===== config.mk =====
export PLATFORM = sky130hd
export DESIGN_NAME = ad9361_bus_seq
export DESIGN_NICKNAME = d
export VERILOG_FILES = /design/src/rtl/ad9361_bus_seq.sv
export SDC_FILE = /design/constraint.sdc
export NUM_CORES = 1
export LEC_CHECK = 0
export BUFFER_PORTS_ARGS = -buffer_cell sky130_fd_sc_hd__buf_2
export CORE_MARGIN = 4
export CORE_UTILIZATION = 58
export DETAILED_ROUTE_END_ITERATION = 10
export GPL_TIMING_DRIVEN = 1
export PLACE_DENSITY = 0.92
export SYNTH_ARGS = -nofsm -noshare
export SYNTH_HDL_FRONTEND = slang
export SYNTH_SLANG_ARGS = --single-unit
export TNS_END_PERCENT = 30

===== constraint.sdc =====
create_clock -name clk -period 10.7 [get_ports clk]
set_clock_uncertainty 0.1 [all_clocks]
set_input_delay 3.21 -clock clk [delete_from_list [all_inputs] [get_ports clk]]
set_output_delay 3.21 -clock clk [all_outputs]
set_load 0.1 [all_outputs]

===== src/rtl/ad9361_bus_seq.sv =====
// AD9361 control-register bus sequencer: turns one command into a timed
// series of single-cycle writes with programmable hold and guard waits.
module ad9361_bus_seq #(
    parameter int          DLY_W      = 16,
    parameter logic [17:0] RST_ADDR   = 18'h100,
    parameter logic [17:0] EN_ADDR    = 18'h110,
    parameter logic [17:0] TX_RX_ADDR = 18'h120,
    parameter logic [17:0] RF_SW_ADDR = 18'h150,
    parameter logic [17:0] PA_EN_ADDR = 18'h160
) (
    input  logic             clk,
    input  logic             rst,
    input  logic             cmd_valid,
    input  logic [1:0]       cmd_op,
    input  logic [DLY_W-1:0] dly_rst,
    input  logic [DLY_W-1:0] dly_guard,
    output logic             cmd_ready,
    output logic             busy,
    output logic             done,
    output logic             en,
    output logic             wen,
    output logic [17:0]      addr,
    output logic [31:0]      din
);

    typedef enum logic [1:0] {S_IDLE, S_WRITE, S_WAIT} state_e;
    typedef enum logic [1:0] {W_NONE, W_RST, W_GUARD} wsel_e;

    state_e           state_q, state_d;
    logic [1:0]       op_q, op_d;
    logic [1:0]       step_q, step_d;
    logic [DLY_W-1:0] cnt_q, cnt_d;
    logic [DLY_W-1:0] dr_q, dr_d;
    logic [DLY_W-1:0] dg_q, dg_d;
    logic             done_q, done_d;
    logic             rdy_q;

    logic [17:0]      s_addr;
    logic             s_bit;
    wsel_e            s_wsel;
    logic             s_last;
    logic [DLY_W-1:0] s_wait;

    always_ff @(posedge clk or negedge rst) begin
        if (!rst) begin
            state_q <= S_IDLE;
            op_q    <= '0;
            step_q  <= '0;
            cnt_q   <= '0;
            dr_q    <= '0;
            dg_q    <= '0;
            done_q  <= 1'b0;
            rdy_q   <= 1'b0;
        end else begin
            state_q <= state_d;
            op_q    <= op_d;
            step_q  <= step_d;
            cnt_q   <= cnt_d;
            dr_q    <= dr_d;
            dg_q    <= dg_d;
            done_q  <= done_d;
            rdy_q   <= 1'b1;
        end
    end

    // Step table: address, data bit, which delay to wait, last-step flag
    always_comb begin
        s_addr = '0;
        s_bit  = 1'b0;
        s_wsel = W_NONE;
        s_last = 1'b0;
        unique case ({op_q, step_q})
            4'b00_00: begin s_addr = RST_ADDR;   s_wsel = W_RST;   end
            4'b00_01: begin s_addr = RST_ADDR;   s_bit = 1'b1; s_wsel = W_GUARD; end
            4'b00_10: begin s_addr = EN_ADDR;    s_bit = 1'b1; s_last = 1'b1; end
            4'b01_00: begin s_addr = PA_EN_ADDR; s_wsel = W_GUARD; end
            4'b01_01: begin s_addr = RF_SW_ADDR; s_bit = 1'b1; end
            4'b01_10: begin s_addr = TX_RX_ADDR; s_bit = 1'b1; s_wsel = W_GUARD; end
            4'b01_11: begin s_addr = PA_EN_ADDR; s_bit = 1'b1; s_last = 1'b1; end
            4'b10_00: begin s_addr = PA_EN_ADDR; s_wsel = W_GUARD; end
            4'b10_01: begin s_addr = TX_RX_ADDR; end
            4'b10_10: begin s_addr = RF_SW_ADDR; s_last = 1'b1; end
            4'b11_00: begin s_addr = PA_EN_ADDR; s_wsel = W_GUARD; end
            4'b11_01: begin s_addr = EN_ADDR;    end
            4'b11_10: begin s_addr = RST_ADDR;   s_last = 1'b1; end
            default:  begin s_last = 1'b1; end
        endcase
        unique case (s_wsel)
            W_RST:   s_wait = dr_q;
            W_GUARD: s_wait = dg_q;
            default: s_wait = '0;
        endcase
    end

    always_comb begin
        state_d = state_q;
        op_d    = op_q;
        step_d  = step_q;
        cnt_d   = cnt_q;
        dr_d    = dr_q;
        dg_d    = dg_q;
        done_d  = 1'b0;
        unique case (state_q)
            S_IDLE: begin
                if (cmd_valid && cmd_ready) begin
                    state_d = S_WRITE;
                    step_d  = '0;
                    op_d    = cmd_op;
                    dr_d    = dly_rst;
                    dg_d    = dly_guard;
                end
            end
            S_WRITE: begin
                if (s_wait != '0) begin
                    state_d = S_WAIT;
                    cnt_d   = s_wait;
                end else if (s_last) begin
                    state_d = S_IDLE;
                    done_d  = 1'b1;
                end else begin
                    step_d = step_q + 2'd1;
                end
            end
            S_WAIT: begin
                if (cnt_q == DLY_W'(1)) begin
                    if (s_last) begin
                        state_d = S_IDLE;
                        done_d  = 1'b1;
                    end else begin
                        state_d = S_WRITE;
                        step_d  = step_q + 2'd1;
                    end
                end else begin
                    cnt_d = cnt_q - DLY_W'(1);
                end
            end
            default: state_d = S_IDLE;
        endcase
    end

    always_comb begin
        cmd_ready = rdy_q && (state_q == S_IDLE);
        busy      = (state_q != S_IDLE);
        done      = done_q;
        en        = (state_q == S_WRITE);
        wen       = en;
        addr      = en ? s_addr : '0;
        din       = {31'b0, en & s_bit};
    end

endmodule


==> metrics.md <==
| Metric | Value |
|---|---|
| Cell Area, Synth | `3540 sq um` |
| Startpoint types | `register` |
| Actual slew at the worst max-slew pin | `0.785 ns` |
| DRC | `0` |
| Root buffer cell | `clkbuf_8` |
| Post-Layout Cell Count | `479` |
| GRT met3 Usage | `3.65%` |
| Latest clock arrival within the worst-skew pair | `0.31 ns` |
| Layout area overhead | `4.95%` |
| Synth top area share | `39.6%` |
| 1st-iter DRT viols | `about 210` |
| Worst path required time | `roughly 7.4 ns` |
| CP Class | `register to output pin` |
| Crit Path Max Fanout | `7` |
| Port Buf Inserts | `46` |
| Hold Path Depth | `1` |
| Final-report max-slew violation count | `0` |
| Setup Buffers After CTS | `0` |
| Pin count of the biggest net entering global routing | `57` |
| Total power | `0.408 mW` |
| Drt via density | `5.84` |
| Maximum root-to-sink buffer count | `2` |
| Initial antenna violation count | `0` |
| Vias in the first global route | `~2,600` |
| Hold_buf cts | `0` |
| Peak Freq | `188 MHz` |
| Reg-to-reg startpoint | `step_q[0]$_DFFE_PN0P_` |
| Post-placement cell area | `3620 sq um` |
| Core Footprint | `~6000 sq um` |
| Placed cells | `about 470` |
| Number of enable flip-flop cells after synthesis | `0` |
| Routability congestion estimate | `slightly below 0.9` |
| RR Endpoint | `step_q[1]$_DFFE_PN0P_` |
| Die Span Y | `86.1 microns` |
| Synth Area per Inst | `around 9.6 sq um` |
| FP Rows | `28` |
| HPWL Detailed | `approximately 5600 microns` |
| Layout cells sized above 1 | `23.5%` |
| CTS HTree Levels | `2` |
| Peak supply drop | `102 uV` |
| Grt met1 use | `25.2%` |
| Minimum clock period | `5.33 ns` |
| Pleak | `1.83 nW` |
| Vias post-DR | `2,799` |
| Crit share post-route | `between 40 and 50%` |
| Clock sinks | `56` |
| Total track usage | `19.9%` |
| Slew headroom | `47.6%` |
| Power Density | `roughly 110 nW/um^2` |
| Number of buffers created by CTS | `5` |
| Sequential cell area fraction in the yosys report | `roughly two fifths` |
| Critical path arrival | `2.02 ns` |
| Crit end category | `output pin` |
| Top post-synthesis cells by area | `dfrtp_1 40%, mux2_2 11%, buf_4 10%` |
| Max Cap Viol | `0` |
| Clk slew on worst S/H paths | `0.10 ns` |
| Hold Vio Cnt, Final | `0` |
| Yosys top cell by area | `dfrtp_1` |
| Hold WC Path Type | `register to register` |
| Reg2Reg Setup Slack | `approximately 6.7 ns` |
| CP startpoint | `step_q[1]$_DFFE_PN0P_` |
| Post-Synthesis Cells | `~370` |
| DRT antenna net count | `0` |
| Die area | `7420 sq um` |
| Post-Route WL | `7380 microns` |
| Initial Utilization | `59.8%` |
| Fillers | `459` |
| Setup TNS | `0 ns` |
| Last element of the critical path | `addr[5]` |
| Nets | `452` |
| Post-CTS resize count | `0` |
| GRT busiest layer | `met2` |
| Global-route wire length before repair | `12,000 microns` |
| Outcome | `complete, no violations` |
| Reg2reg path depth | `13` |
| First drt pass iteration count | `4` |
| Top_reg_cell synth | `dfrtp_1` |
| Die Width | `86.1 microns` |
| Met2 GRT Util | `33.5%` |
| Final setup vio count | `0` |
| Synth warn | `0` |
| Number of I/O pins | `92` |
| Seq cells post-synth | `56` |
| Unique masters post-synth | `53` |
| Async set or reset register ratio after synthesis | `100%` |
| Utilization after layout | `62.8%` |
| DR WL/cell | `15.4 microns` |
| Final instance area | `3720 sq um` |
| # diodes | `0` |
| Total gr overflow | `0` |
| RSZ-0062 raised after global routing | `no` |
| CTS tree | `done` |
==> logic make-up (layout without fill, tap and decap cells) <==
group	after synthesis	count (layout)	share of synthesized area (%)
compound gates	82	82	16.8
fa+ha+maj	12	12	4.24
buf+inv	82	75	14.1
flops	56	56	39.6
mux	37	37	11.7
other cells	2	46	0.212
simple gates	96	96	13.4
==> worst max-delay path, stage by stage, from the launching register on <==
cell and delay (ns):
dfrtp_1 0.41, inv_1 0.10, ha_1 0.29, nor2b_1 0.19, o21ai_0 0.09, a21oi_1 0.18, buf_2 0.45
==> area by class of cell <==
cell class / instances / area [sq um] / area share (%)
Sequential cell: 56 / 1400 / 37.7
Inverter: 17 / 63.8 / 1.72
Multi-Input combinational cell: 273 / 1810 / 48.6
Clock buffer: 5 / 68.8 / 1.85
Tap cell: 75 / 93.8 / 2.53
Clock inverter: 3 / 22.5 / 0.606
Timing Repair Buffer: 50 / 260 / 7.00
==> placed cells by master (no fill, tap or decap), types with 3 or more instances in the layout <==
cell type / Yosys / layout
a31oi_1: 8 / 8
nand2_1: 22 / 22
buf_2: 0 / 46
a22oi_1: 15 / 15
nor2_1: 29 / 29
clkbuf_8: 0 / 5
a311oi_1: 4 / 4
ha_1: 12 / 12
a211o_1: 4 / 4
mux2_2: 34 / 34
buf_4: 47 / 4
nor3_1: 13 / 13
nand3_1: 6 / 6
and3_1: 4 / 4
nor4_1: 3 / 3
dfrtp_1: 56 / 56
nand2b_1: 3 / 3
a21oi_1: 13 / 13
inv_1: 17 / 17
o21ai_0: 7 / 7
o22ai_1: 3 / 3
conb_1: 2 / 46
o31ai_1: 6 / 6
and2_1: 4 / 4
==> metrics by stage <==
stage          setup WS, ns  hold slack, ns
2_1_floorplan          3.53           0.361
6_report               5.37           0.413
3_5_place_dp           5.75           0.396
3_3_place_gp           5.84           0.375
5_1_grt                5.22           0.424
4_1_cts                5.40           0.412
==> state kept, by name, indices dropped and copies added, names as in the netlist <==
name     flops
cnt_q       16
dg_q        16
done         1
dr_q        16
op_q         2
rdy_q        1
state_q      2
step_q       2
==> per-layer routing <==
metal	wire, microns	part of all wire (%)
met1	2930	40
met2	3740	51
met3	539	7.3
met4	164	2.2
met5	0	0
==> synthesized netlist by cell type, drive strengths merged (2+ instances only) <==
library cell,n
a211o,4
a211oi,2
a21boi,2
a21oi,13
a221o,2
a22o,2
a22oi,15
a311oi,4
a31oi,8
and2,5
and3,4
and4,2
buf,49
clkbuf,16
conb,2
dfrtp,56
ha,12
inv,17
mux2,35
mux2i,2
nand2,22
nand2b,3
nand3,6
nor2,29
nor2b,2
nor3,13
nor4,3
o21ai,7
o22ai,3
o31ai,6
o41ai,2
or3,2
or4,2
==> worst min path at each step <==
stage | start | endpoint | slack (ns)
global route | cnt_q[14]$_DFFE_PN0P_ | cnt_q[14]$_DFFE_PN0P_ | 0.42
global placement | cnt_q[14]$_DFFE_PN0P_ | cnt_q[14]$_DFFE_PN0P_ | 0.38
CTS | cnt_q[14]$_DFFE_PN0P_ | cnt_q[14]$_DFFE_PN0P_ | 0.41
floorplan | cnt_q[14]$_DFFE_PN0P_ | cnt_q[14]$_DFFE_PN0P_ | 0.36
detailed placement | cnt_q[14]$_DFFE_PN0P_ | cnt_q[14]$_DFFE_PN0P_ | 0.40
finish | cnt_q[14]$_DFFE_PN0P_ | cnt_q[14]$_DFFE_PN0P_ | 0.41
==> report_power, final <==
group / total (mW) / internal, mW / switching, mW
registers: 0.212 / 0.212 / 0.0000810
clock network: 0.117 / 0.0471 / 0.0701
logic: 0.0795 / 0.00493 / 0.0746
(Power assumes the default switching activity.)
